`config.mk`:
```
export PLATFORM = sky130hd
export DESIGN_NAME = ss_bus_sequencer
export DESIGN_NICKNAME = d
export VERILOG_FILES = /design/src/rtl/ss_seq_pkg.sv /design/src/rtl/ss_checksum.sv /design/src/rtl/ss_bus_sequencer.sv
export SDC_FILE = /design/constraint.sdc
export NUM_CORES = 1
export LEC_CHECK = 0
export ABC_AREA = 1
export CAP_MARGIN = 20
export CORE_MARGIN = 5
export CORE_UTILIZATION = 47
export CTS_CLUSTER_DIAMETER = 60
export DETAILED_ROUTE_END_ITERATION = 7
export PLACE_DENSITY_LB_ADDON = 0.1
export SYNTH_ARGS = -nofsm -noshare
export SYNTH_HDL_FRONTEND = slang
export SYNTH_SLANG_ARGS = --single-unit
```
`constraint.sdc`:
```
create_clock -name clk -period 3.45 [get_ports clk]
set_input_delay 0.69 -clock clk [delete_from_list [all_inputs] [get_ports clk]]
set_output_delay 0.69 -clock clk [all_outputs]
set_load 0.02 [all_outputs]
```
`src/rtl/ss_seq_pkg.sv`:
```
// Shared types and constants for the savestate bus sequencer.
// Optional checksum support is enabled with the SS_SEQ_CHECKSUM_EN macro.
package ss_seq_pkg;

   localparam int SS_ADR_W  = 10;
   localparam int SS_DATA_W = 64;
   localparam int SS_MEM_AW = 11;

   typedef enum logic [3:0] {
      IDLE    = 4'd0,
      SV_ADDR = 4'd1,
      SV_WAIT = 4'd2,
      SV_MEM  = 4'd3,
      LD_RST  = 4'd4,
      LD_MEM  = 4'd5,
      LD_WR   = 4'd6,
      LD_HOLD = 4'd7,
      SV_CK   = 4'd8,
      LD_CK   = 4'd9,
      FIN     = 4'd10
   } ss_state_e;

   // One step of the rotate-left-by-one then XOR image checksum.
   function automatic logic [SS_DATA_W-1:0] ss_cks_step(
      input logic [SS_DATA_W-1:0] c,
      input logic [SS_DATA_W-1:0] w
   );
      return {c[SS_DATA_W-2:0], c[SS_DATA_W-1]} ^ w;
   endfunction

endpackage

```
`src/rtl/ss_checksum.sv`:
```
// Rotate-XOR accumulator over the savestate image.
// Only instantiated when SS_SEQ_CHECKSUM_EN is defined.
module ss_checksum
   import ss_seq_pkg::*;
(
   input  logic                 clk,
   input  logic                 reset_n,
   input  logic                 clr,
   input  logic                 en,
   input  logic [SS_DATA_W-1:0] word,
   output logic [SS_DATA_W-1:0] sum
);

   logic [SS_DATA_W-1:0] sum_d;
   logic [SS_DATA_W-1:0] sum_q;

   // Next accumulator value: clear at operation start, fold in each word.
   always_comb begin
      if (clr) begin
         sum_d = {SS_DATA_W{1'b0}};
      end else if (en) begin
         sum_d = ss_cks_step(sum_q, word);
      end else begin
         sum_d = sum_q;
      end
   end

   // Accumulator register with synchronous active-low reset.
   always_ff @(posedge clk) begin
      if (!reset_n) begin
         sum_q <= {SS_DATA_W{1'b0}};
      end else begin
         sum_q <= sum_d;
      end
   end

   assign sum = sum_q;

endmodule

```
`src/rtl/ss_bus_sequencer.sv`:
```
// Savestate bus initiator: walks responder registers to save them to memory,
// or resets responders, replays the image and pulses the load strobe.
// Define SS_SEQ_CHECKSUM_EN to append/verify a rotate-XOR checksum word.
module ss_bus_sequencer
   import ss_seq_pkg::*;
#(
   parameter int NUM_REGS  = 64,
   parameter int READ_LAT  = 1,
   parameter int LOAD_HOLD = 2,
   parameter int MEM_BASE  = 0
)(
   input  logic                 clk,
   input  logic                 reset_n,
   input  logic                 start_save,
   input  logic                 start_load,
   output logic                 busy,
   output logic                 done,
   output logic                 ss_error,
   output logic [SS_DATA_W-1:0] SaveStateBus_Din,
   output logic [SS_ADR_W-1:0]  SaveStateBus_Adr,
   output logic                 SaveStateBus_wren,
   output logic                 SaveStateBus_rst,
   output logic                 SaveStateBus_load,
   input  logic [SS_DATA_W-1:0] SaveStateBus_Dout,
   output logic                 mem_req,
   output logic                 mem_we,
   output logic [SS_MEM_AW-1:0] mem_addr,
   output logic [SS_DATA_W-1:0] mem_wdata,
   input  logic [SS_DATA_W-1:0] mem_rdata,
   input  logic                 mem_ack
);

   localparam logic [SS_ADR_W-1:0]  LAST_IDX  = SS_ADR_W'(NUM_REGS - 1);
   localparam logic [SS_MEM_AW-1:0] BASE_ADDR = SS_MEM_AW'(MEM_BASE);
   localparam logic [SS_MEM_AW-1:0] CK_ADDR   = SS_MEM_AW'(MEM_BASE + NUM_REGS);
   localparam logic [7:0]           WAIT_INIT = 8'(READ_LAT);
   localparam logic [7:0]           HOLD_INIT = 8'(LOAD_HOLD);

   ss_state_e            state_d, state_q;
   logic [SS_ADR_W-1:0]  idx_d, idx_q;
   logic [7:0]           cnt_d, cnt_q;
   logic                 busy_d, busy_q;
   logic                 done_d, done_q;
   logic                 ss_error_d, ss_error_q;
   logic [SS_DATA_W-1:0] din_d, din_q;
   logic [SS_ADR_W-1:0]  adr_d, adr_q;
   logic                 wren_d, wren_q;
   logic                 rst_d, rst_q;
   logic                 load_d, load_q;
   logic                 mem_req_d, mem_req_q;
   logic                 mem_we_d, mem_we_q;
   logic [SS_MEM_AW-1:0] mem_addr_d, mem_addr_q;
   logic [SS_DATA_W-1:0] mem_wdata_d, mem_wdata_q;
   logic [SS_DATA_W-1:0] ck_sum_s;

`ifdef SS_SEQ_CHECKSUM_EN
   localparam bit CK_EN = 1'b1;

   logic                 ck_clr_s;
   logic                 ck_en_s;
   logic [SS_DATA_W-1:0] ck_word_s;

   // Restart at every accepted start; fold in words as they are captured.
   assign ck_clr_s  = (state_q == IDLE) && (start_save || start_load);
   assign ck_en_s   = ((state_q == SV_WAIT) && (cnt_q == 8'd1)) ||
                      ((state_q == LD_MEM) && mem_ack);
   assign ck_word_s = (state_q == SV_WAIT) ? SaveStateBus_Dout : mem_rdata;

   ss_checksum u_checksum (
      .clk     (clk),
      .reset_n (reset_n),
      .clr     (ck_clr_s),
      .en      (ck_en_s),
      .word    (ck_word_s),
      .sum     (ck_sum_s)
   );
`else
   localparam bit CK_EN = 1'b0;

   assign ck_sum_s = {SS_DATA_W{1'b0}};
`endif

   // Next-state logic, then every registered output derived from the next state.
   always_comb begin
      state_d     = state_q;
      idx_d       = idx_q;
      cnt_d       = cnt_q;
      adr_d       = adr_q;
      din_d       = din_q;
      mem_addr_d  = mem_addr_q;
      mem_wdata_d = mem_wdata_q;
      ss_error_d  = ss_error_q;

      case (state_q)
         IDLE: begin
            if (start_save) begin
               state_d    = SV_ADDR;
               idx_d      = {SS_ADR_W{1'b0}};
               ss_error_d = 1'b0;
            end else if (start_load) begin
               state_d    = LD_RST;
               idx_d      = {SS_ADR_W{1'b0}};
               ss_error_d = 1'b0;
            end else begin
               state_d = IDLE;
            end
         end
         SV_ADDR: begin
            cnt_d   = WAIT_INIT;
            state_d = SV_WAIT;
         end
         SV_WAIT: begin
            cnt_d = cnt_q - 8'd1;
            if (cnt_q <= 8'd1) begin
               mem_wdata_d = SaveStateBus_Dout;
               state_d     = SV_MEM;
            end else begin
               state_d = SV_WAIT;
            end
         end
         SV_MEM: begin
            if (!mem_ack) begin
               state_d = SV_MEM;
            end else if (idx_q == LAST_IDX) begin
               mem_wdata_d = ck_sum_s;
               state_d     = CK_EN ? SV_CK : FIN;
            end else begin
               idx_d   = idx_q + 10'd1;
               state_d = SV_ADDR;
            end
         end
         SV_CK: begin
            if (mem_ack) begin
               state_d = FIN;
            end else begin
               state_d = SV_CK;
            end
         end
         LD_RST: begin
            idx_d   = {SS_ADR_W{1'b0}};
            state_d = LD_MEM;
         end
         LD_MEM: begin
            if (mem_ack) begin
               din_d   = mem_rdata;
               state_d = LD_WR;
            end else begin
               state_d = LD_MEM;
            end
         end
         LD_WR: begin
            if (idx_q == LAST_IDX) begin
               cnt_d   = HOLD_INIT;
               state_d = CK_EN ? LD_CK : LD_HOLD;
            end else begin
               idx_d   = idx_q + 10'd1;
               state_d = LD_MEM;
            end
         end
         LD_CK: begin
            if (!mem_ack) begin
               state_d = LD_CK;
            end else if (mem_rdata != ck_sum_s) begin
               ss_error_d = 1'b1;
               state_d    = FIN;
            end else begin
               cnt_d   = HOLD_INIT;
               state_d = LD_HOLD;
            end
         end
         LD_HOLD: begin
            cnt_d = cnt_q - 8'd1;
            if (cnt_q <= 8'd1) begin
               state_d = FIN;
            end else begin
               state_d = LD_HOLD;
            end
         end
         FIN: begin
            state_d = IDLE;
         end
         default: begin
            state_d = IDLE;
         end
      endcase

      if ((state_d == SV_ADDR) || (state_d == LD_WR)) begin
         adr_d = idx_d;
      end else begin
         adr_d = adr_q;
      end

      if ((state_d == SV_MEM) || (state_d == LD_MEM)) begin
         mem_addr_d = BASE_ADDR + {1'b0, idx_d};
      end else if ((state_d == SV_CK) || (state_d == LD_CK)) begin
         mem_addr_d = CK_ADDR;
      end else begin
         mem_addr_d = mem_addr_q;
      end

      busy_d    = (state_d != IDLE);
      done_d    = (state_d == FIN);
      rst_d     = (state_d == LD_RST);
      wren_d    = (state_d == LD_WR);
      load_d    = (state_d == LD_HOLD);
      mem_req_d = (state_d == SV_MEM) || (state_d == LD_MEM) ||
                  (state_d == SV_CK)  || (state_d == LD_CK);
      mem_we_d  = (state_d == SV_MEM) || (state_d == SV_CK);
   end

   // Sequencer state and registered outputs; reset aborts any operation.
   always_ff @(posedge clk) begin
      if (!reset_n) begin
         state_q     <= IDLE;
         idx_q       <= {SS_ADR_W{1'b0}};
         cnt_q       <= 8'd0;
         busy_q      <= 1'b0;
         done_q      <= 1'b0;
         ss_error_q  <= 1'b0;
         din_q       <= {SS_DATA_W{1'b0}};
         adr_q       <= {SS_ADR_W{1'b0}};
         wren_q      <= 1'b0;
         rst_q       <= 1'b0;
         load_q      <= 1'b0;
         mem_req_q   <= 1'b0;
         mem_we_q    <= 1'b0;
         mem_addr_q  <= {SS_MEM_AW{1'b0}};
         mem_wdata_q <= {SS_DATA_W{1'b0}};
      end else begin
         state_q     <= state_d;
         idx_q       <= idx_d;
         cnt_q       <= cnt_d;
         busy_q      <= busy_d;
         done_q      <= done_d;
         ss_error_q  <= ss_error_d;
         din_q       <= din_d;
         adr_q       <= adr_d;
         wren_q      <= wren_d;
         rst_q       <= rst_d;
         load_q      <= load_d;
         mem_req_q   <= mem_req_d;
         mem_we_q    <= mem_we_d;
         mem_addr_q  <= mem_addr_d;
         mem_wdata_q <= mem_wdata_d;
      end
   end

   assign busy              = busy_q;
   assign done              = done_q;
   assign ss_error          = ss_error_q;
   assign SaveStateBus_Din  = din_q;
   assign SaveStateBus_Adr  = adr_q;
   assign SaveStateBus_wren = wren_q;
   assign SaveStateBus_rst  = rst_q;
   assign SaveStateBus_load = load_q;
   assign mem_req           = mem_req_q;
   assign mem_we            = mem_we_q;
   assign mem_addr          = mem_addr_q;
   assign mem_wdata         = mem_wdata_q;

endmodule

```
==> metrics.md, run 1 <==
| Metric | Value |
|---|---|
| Status | completed |
| Layout cells sized above 1 | a little over 7% |
| Area Growth Syn to Fin | 48.9% |
| Pwr dens | about 620 nW/µm² |
| Synth Register Bits | about 180 |
| Async set-or-reset flop fraction in the synthesized netlist | 0% |
| # rows | 45 |
| Placer Congestion | between 0.9 and 1 |
| RSZ-0062 raised after global routing | no |
| Die Width | 135 µm |
| Cts repair resizes | 0 |
| Grt ovf | 0 |
| Chip height | ~130 µm |
| TritonCTS buffer count | 17 |
| Switching Share | 33.9% |
| Via count | between 7000 and 8000 |
| Syn_nets | between 1000 and 1500 |
| Vias in the first global route | 7003 |
| Post-synth top area cell | dfxtp_1 |
| Skew final | just over 0.01 ns |
| Initial Util | between 40% and 50% |
| Worst Max-Slew Pin Slew | a little under 0.9 ns |
| Antenna violations before repair | 0 |
| Syn Area/Cell | slightly above 7 µm² |
| Reg2reg end | SaveStateBus_Adr[8]$_SDFFE_PN0P_ |
| Worst hold endpoint | mem_wdata[20]$_SDFFE_PN0P_ |
| Die area | about 18000 µm² |
| Vias per inst | roughly 5.0 |
| Clock slew at reported path FFs | approximately 0.07 ns |
| Port bufs | 288 |
| Worst R2R Setup Slack | approximately 1.1 ns |
| Post-DP Area | just over 10000 µm² |
| R2R cell count | 15 |
| Initial drt markers | roughly 480 |
| Post-synth EDFFs | 0 |
| Crit path arrival time | 2.91 ns |
| Peak supply drop | between 0.4 and 0.5 mV |
| DR DRC count | 0 |
| Largest cells by area after synthesis | dfxtp_1, nor2_1, nand2_1 |
| Clk_lat worst skew | roughly 0.42 ns |
| Worst r2r src | cnt_q[0]$_SDFFE_PN0P_ |
| Root Buffer | clkbuf_16 |
| Hold WC Path Type | reg2reg |
| CTS sink count | 178 |
| Hold Fails Final Rpt | 0 |
| Worst Setup End Kind | flip-flop |
| P_leak | 4.28 nW |
| Synthesized area | around 7300 µm² |
| Worst setup SP type | input port |
| Hold buffer count at CTS | 0 |
| Most frequent cell after synthesis | nor2_1 |
| Core Box Area | approximately 15000 µm² |
| Fin nets | about 1400 |
| Worst hold start | mem_wdata[20]$_SDFFE_PN0P_ |
| Combinational power share | 33.7% |
| Mapped Cells | just over 1000 |
| CTS tree | built |
| Final ANT Viol Nets | 0 |
| Total GRT Usage | a little under a quarter |
| Hold path depth | 2 |
| Top-level I/O count | 290 |
| Worst EP required | ~3.8 ns |
| Largest net degree at the start of global routing | 93 |
| Setup TNS | 0 ns |
| Switching power | about 2.3 mW |
| HPWL after DPL | about 15000 µm |
| Setup Crit Path Kind | in2reg |
| H-tree depth | 4 |
| Setup Viol. Count Final | 0 |
| Max clock buf depth | 2 |
| Ant. Diodes | 0 |
| Max Cap Viol | 0 |
| Wire length per cell | ~15 µm |
| Post-route clock period utilization | 74.9% |
| Part of the power in the clock network | around 29% |
| Router iterations before antenna repair | 4 |
| Slew HR | 41.8% |
| Synth Flop Type | dfxtp_1 |
| Setup repair bufs after CTS | 0 |
| Worst-path fanout max | 11 |
| Post-synth top cells | nor2_1, dfxtp_1, nand2_1, a21oi_1, nand3_1 |
| Finished Cell Area | roughly 11000 µm² |
| Distinct cells, synth | 34 |
| Sequential share of power | between 30 and 40% |
| Max Slew Vio Count | 0 |
| Internal | between 4 and 5 mW |
| Register area share after synthesis | 48.9% |
| Achievable Freq | about 0.39 GHz |
| First-pass GRT wire length | 34200 µm |
| DRT Wirelength | roughly 21000 µm |
| Min Tclk post-route | 2.59 ns |
| Share of the synthesized area in the top cell type | 48.9% |
| Synth warnings | 0 |
sequential cells by signal (all words and copies together), names as in the netlist:
| register | count |
|---|---|
| done | 1 |
| mem_wdata | 64 |
| state_q | 4 |
| SaveStateBus_rst | 1 |
| mem_addr | 10 |
| cnt_q | 8 |
| SaveStateBus_Din | 64 |
| busy | 1 |
| idx_q | 10 |
| mem_req | 1 |
| SaveStateBus_wren | 1 |
| ss_error | 1 |
| SaveStateBus_Adr | 10 |
| mem_we | 1 |
| SaveStateBus_load | 1 |
metrics by stage:
step                util [%]  std cells  setup WS, ns  power (mW)  hold slack [ns]
floorplan                  -       1014          1.39        3.94            0.458
global placement        67.4       1444         0.589        4.79            0.448
detailed placement      67.4       1444         0.477        4.81            0.453
CTS                     71.4       1475         0.863        6.82            0.462
global route            71.4       1475         0.587        7.19            0.481
finish                  71.4       1475         0.864        6.77            0.459
cell usage in the layout, fill, tap and decap left out, types with 2 or more instances in the layout:
cell,instances
clkinvlp_4,2
inv_2,11
buf_4,10
dfxtp_1,178
nand3_2,4
clkbuf_16,17
nor2_1,237
o211ai_1,2
nand2_1,177
clkbuf_8,4
nand2_2,12
a21boi_1,2
inv_1,40
o21ai_1,3
o21ai_0,79
o21ai_2,10
clkdlybuf4s50_1,287
nand4_1,3
clkinv_2,3
nand3b_1,5
ha_1,3
a21oi_1,83
nor2_4,2
nor2_2,9
nand3_1,80
nor3_1,7
xor2_1,2
bufinv_16,3
kinds of logic (layout without fill, tap and decap cells):
family / count (synthesis) / after routing / share of synthesized area [%]
AOI/OAI and AO/OA: 182 / 182 / 13.3
xor gates and xnor gates: 2 / 2 / 0.240
adders and majority gates: 3 / 3 / 0.515
buffers and inverters: 108 / 381 / 6.01
DFF: 178 / 178 / 48.9
other: 1 / 1 / 0.0514
and+or+nand+nor: 540 / 540 / 31.0
layout make-up:
cell class                 instances  area, µm²
clock buffer                      22        484
clock inverter                     9        129
sequential                       178       3560
fill                            1289       4340
inverter                          52        195
timing repair buffer             298       2950
multi-input combinational        728       3300
tap                              188        235
power groups by stage:
stage	Sequential, mW	Combinational, mW	Clock [mW]
global placement	2.53	2.26	0
finish	2.50	2.29	1.99
CTS	2.50	2.30	2.03
global route	2.53	2.53	2.12
detailed placement	2.53	2.27	0
floorplan	2.80	1.14	0
how the worst max path moves through the flow:
| stage | depth (start not counted) | start | end | slack (ns) |
|---|---|---|---|---|
| 5_1_grt | 15 | mem_rdata[38] | SaveStateBus_Adr[8]$_SDFFE_PN0P_ | 0.59 |
| 2_1_floorplan | 13 | mem_rdata[2] | SaveStateBus_Adr[9]$_SDFFE_PN0P_ | 1.39 |
| 4_1_cts | 15 | mem_rdata[36] | SaveStateBus_Adr[8]$_SDFFE_PN0P_ | 0.86 |
| 3_3_place_gp | 15 | mem_rdata[36] | SaveStateBus_Adr[2]$_SDFFE_PN0P_ | 0.59 |
| 3_5_place_dp | 15 | mem_rdata[36] | SaveStateBus_Adr[8]$_SDFFE_PN0P_ | 0.48 |
| 6_report | 15 | mem_rdata[36] | SaveStateBus_Adr[8]$_SDFFE_PN0P_ | 0.86 |
worst max-delay path, cell delays in order:
cell and delay (ns):
clkdlybuf4s50_1 0.42, nor2_1 0.12, nand2_1 0.06, nor2_1 0.14
nand2_1 0.13, nor2_1 0.21, nand2_1 0.11, nand2_2 0.14
nand2_2 0.10, nor2_2 0.19, nand2_2 0.18, nand2_2 0.21
nand2_1 0.08, nand2_1 0.07, nor2_1 0.05
per-layer routing:
layer	vias up	global-route usage (%)	wire length (µm)
li1	3796	-	-
met1	3297	27.2	8880
met2	208	39.1	10500
met3	27	8.61	1650
met4	0	7.30	414
met5	-	0	0
No activity file was read; power rests on OpenSTA's default activity.
==> run 2: changes to the inputs <==
CORE_UTILIZATION = 39   (was 47)
clock period = 2.2 ns   (was 3.45 ns; I/O delays follow)
==> run 2 against run 1 <==
  * Clock power up 52%
  * First-iteration DRC count down 31%
  * Flip-flop and latch count unchanged
  * Sequential power up 56%
  * Count of clock-buffer cells in the layout down 5
  * Die area up 19%
  * Via count up 1.1%
  * Register-to-register slack worse by 0.94 ns
  * Core utilization down 9.8 points
  * Critical path depth unchanged
  * Total power up 62%
  * Final cell count up 7.0%
==> metrics.md, run 2 (synthesized netlist as in run 1, its figures left out) <==
| Metric | Value |
|---|---|
| Status | completed (unchanged) |
| Max clock buf depth | 2 (unchanged) |
| Hold path depth | 3 (was 2) |
| # rows | 50 (was 45) |
| Worst-path fanout max | 8 (was 11) |
| Worst r2r src | cnt_q[0]$_SDFFE_PN0P_ (unchanged) |
| Worst hold endpoint | SaveStateBus_Din[12]$_SDFFE_PN0P_ (was mem_wdata[20]$_SDFFE_PN0P_) |
| Filler cell count | 1722 (was 1289) |
| Antenna violations before repair | 0 (unchanged) |
| Vias per inst | 4.69 (was 4.97) |
| Port bufs | 288 (unchanged) |
| Clk_lat worst skew | 0.43 ns (was 0.42 ns) |
| Tot Pwr | 11.0 mW (was 6.77 mW) |
| Pwr dens | 960 nW/µm² (was 624 nW/µm²) |
| Commonest non-fill, non-tap cells in the layout | clkdlybuf4s50_1, nor2_1, dfxtp_1 (unchanged) |
| HPWL after DPL | 16100 µm (was 15100 µm) |
| Largest net degree at the start of global routing | 65 (was 93) |
| First-pass GRT wire length | 35400 µm (was 34200 µm) |
| Min Tclk post-route | around 2 ns |
| Crit path arrival time | 2.39 ns (was 2.91 ns) |
| DR DRC count | 0 (unchanged) |
| Wire length per cell | 14.1 µm (was 14.5 µm) |
| Ordered cell list for the critical path | clkdlybuf4s50_1 > nor2_1 > nand2_1 > nor2_1 > nand2_1 > nor2_2 > nand2_1 > nor2_2 > nor2_4 > nor2_2 > nand2_2 > buf_6 > nand3b_1 > nand2_1 > nor2_1 (was clkdlybuf4s50_1 > nor2_1 > nand2_1 > nor2_1 > nand2_1 > nor2_1 > nand2_1 > nand2_2 > nand2_2 > nor2_2 > nand2_2 > nand2_2 > nand2_1 > nand2_1 > nor2_1) |
| CP peak stage delay | 0.43 ns (was 0.42 ns) |
| Initial drt markers | 328 (was 478) |
| Clock slew at reported path FFs | 0.07 ns (about the same) |
| P_leak | 4.59 nW (was 4.28 nW) |
| Reg2reg end | mem_addr[6]$_SDFFE_PN0P_ (was SaveStateBus_Adr[8]$_SDFFE_PN0P_) |
| Die Width | 147 µm (was 135 µm) |
| Area Growth Syn to Fin | 57.2% (was 48.9%) |
| Worst Hold Margin | 0.419 ns (was 0.459 ns) |
| Most common cell after layout, fill and taps aside | clkdlybuf4s50_1 (unchanged) |
| Worst Setup End Kind | flip-flop (unchanged) |
| Fin nets | 1467 (was 1411) |
| Skew final | 0.0137 ns (was 0.0103 ns) |
| RSZ-0062 raised after global routing | no (unchanged) |
| Hold WC Path Type | in2reg (was reg2reg) |
| Placer Congestion | 0.898 (was 0.921) |
| Total GRT Usage | 20.0% (was 23.1%) |
| Setup Viol. Count Final | 0 (unchanged) |
| Slowest cell on crit path | clkdlybuf4s50_1 (unchanged) |
| Worst hold start | reset_n (was mem_wdata[20]$_SDFFE_PN0P_) |
| Top-level I/O count | 290 (unchanged) |
| Vias in the first global route | 6870 (was 7003) |
| CTS tree | built (unchanged) |
| Hold buffer count at CTS | 0 (unchanged) |
| Router iterations before antenna repair | 6 (was 4) |
| Die area | 21500 µm² (was 18100 µm²) |
| Slew HR | 54.5% (was 41.8%) |
| H-tree depth | 4 (unchanged) |
| Worst Max-Slew Pin Slew | 0.683 ns (was 0.873 ns) |
| Worst EP required | 2.55 ns (was 3.77 ns) |
| Setup Crit Path Kind | in2reg (unchanged) |
| Final ANT Viol Nets | 0 (unchanged) |
| Chip height | 147 µm (was 135 µm) |
| Util after Layout | 61.7% (was 71.4%) |
| Core Box Area | 18600 µm² (was 15200 µm²) |
| Grt ovf | 0 (unchanged) |
| CP most frequent cell | nand2_1 (unchanged) |
| Setup TNS | 0 ns (unchanged) |
| Layout cells sized above 1 | 12.1% (was 7.15%) |
| Achievable Freq | between 0.4 and 0.5 GHz |
| Hold Fails Final Rpt | 0 (unchanged) |
| TritonCTS buffer count | 17 (unchanged) |
| Peak supply drop | 0.646 mV (was 0.429 mV) |
| Root Buffer | clkbuf_16 (unchanged) |
| DRT Wirelength | 22300 µm (was 21400 µm) |
| Max Cap Viol | 0 (unchanged) |
| Post-route clock period utilization | between 90% and 100% |
| Initial Util | 39.2% (was 48.0%) |
| Ant. Diodes | 0 (unchanged) |
| Via count | 7408 (was 7328) |
| R2R cell count | 15 (unchanged) |
| Max Slew Vio Count | 0 (unchanged) |
| Worst setup SP type | input port (unchanged) |
| CTS sink count | 178 (unchanged) |
| Worst R2R Setup Slack | 0.17 ns (was 1.11 ns) |
## run 2: metal layers
| metal | vias to the layer above | GRT usage [%] | routed length, µm |
|---|---|---|---|
| li1 | 3905 | - | - |
| met1 | 3299 | 24.9 | 9850 |
| met2 | 176 | 33.0 | 10500 |
| met3 | 28 | 6.23 | 1490 |
| met4 | 0 | 6.54 | 462 |
| met5 | - | 0 | 0 |
## run 2: how the worst max path moves through the flow
| stage | startpoint | to | slack, ns | cells after the start |
|---|---|---|---|---|
| global placement | mem_rdata[59] | SaveStateBus_Adr[5]$_SDFFE_PN0P_ | -0.28 | 15 |
| detailed placement | mem_rdata[63] | SaveStateBus_Adr[5]$_SDFFE_PN0P_ | -0.33 | 15 |
| floorplan | mem_rdata[2] | SaveStateBus_Adr[9]$_SDFFE_PN0P_ | 0.39 | 13 |
| global route | cnt_q[1]$_SDFFE_PN0P_ | mem_addr[6]$_SDFFE_PN0P_ | 0.0003 | 14 |
| CTS | cnt_q[0]$_SDFFE_PN0P_ | mem_addr[6]$_SDFFE_PN0P_ | 0.09 | 15 |
| finish | mem_rdata[7] | SaveStateBus_Adr[1]$_SDFFE_PN0P_ | 0.16 | 15 |
## run 2: critical path: cells and delay by family
kind	cells	cell delay, ns
buffers and inverters	2	0.58
and+or+nand+nor	13	1.36
## run 2: stage by stage
| stage | worst slack (ns) | instances | cell area [µm²] |
|---|---|---|---|
| 2_1_floorplan | 0.394 | 1014 | 7290 |
| 3_3_place_gp | -0.278 | 1544 | 10800 |
| 3_5_place_dp | -0.333 | 1544 | 10800 |
| 4_1_cts | 0.0892 | 1576 | 11400 |
| 5_1_grt | 0.000261 | 1578 | 11500 |
| 6_report | 0.164 | 1578 | 11500 |
## run 2: cell type report
class / count / area (µm²) / area share, %
timing repair buffer: 354 / 3450 / 30.1
inverter: 52 / 198 / 1.73
clock inverter: 15 / 165 / 1.44
multi-input combinational: 728 / 3360 / 29.3
sequential: 178 / 3560 / 31.1
tap: 234 / 293 / 2.55
clock buffer: 17 / 425 / 3.71
## run 2: repair_timing
action / in CTS / in global routing
setup buffers: 0 / 2
hold endpoints to repair: 0 / 0
gates resized for setup: 0 / 21
endpoints found under the setup margin: 0 / 30
## run 2: report_power, final
group	internal [mW]	switching [mW]	leakage [nW]
Sequential	3.67	0.229	1.44
Combinational	1.80	2.27	2.86
Clock	1.62	1.41	0.289
Total	7.10	3.91	4.59
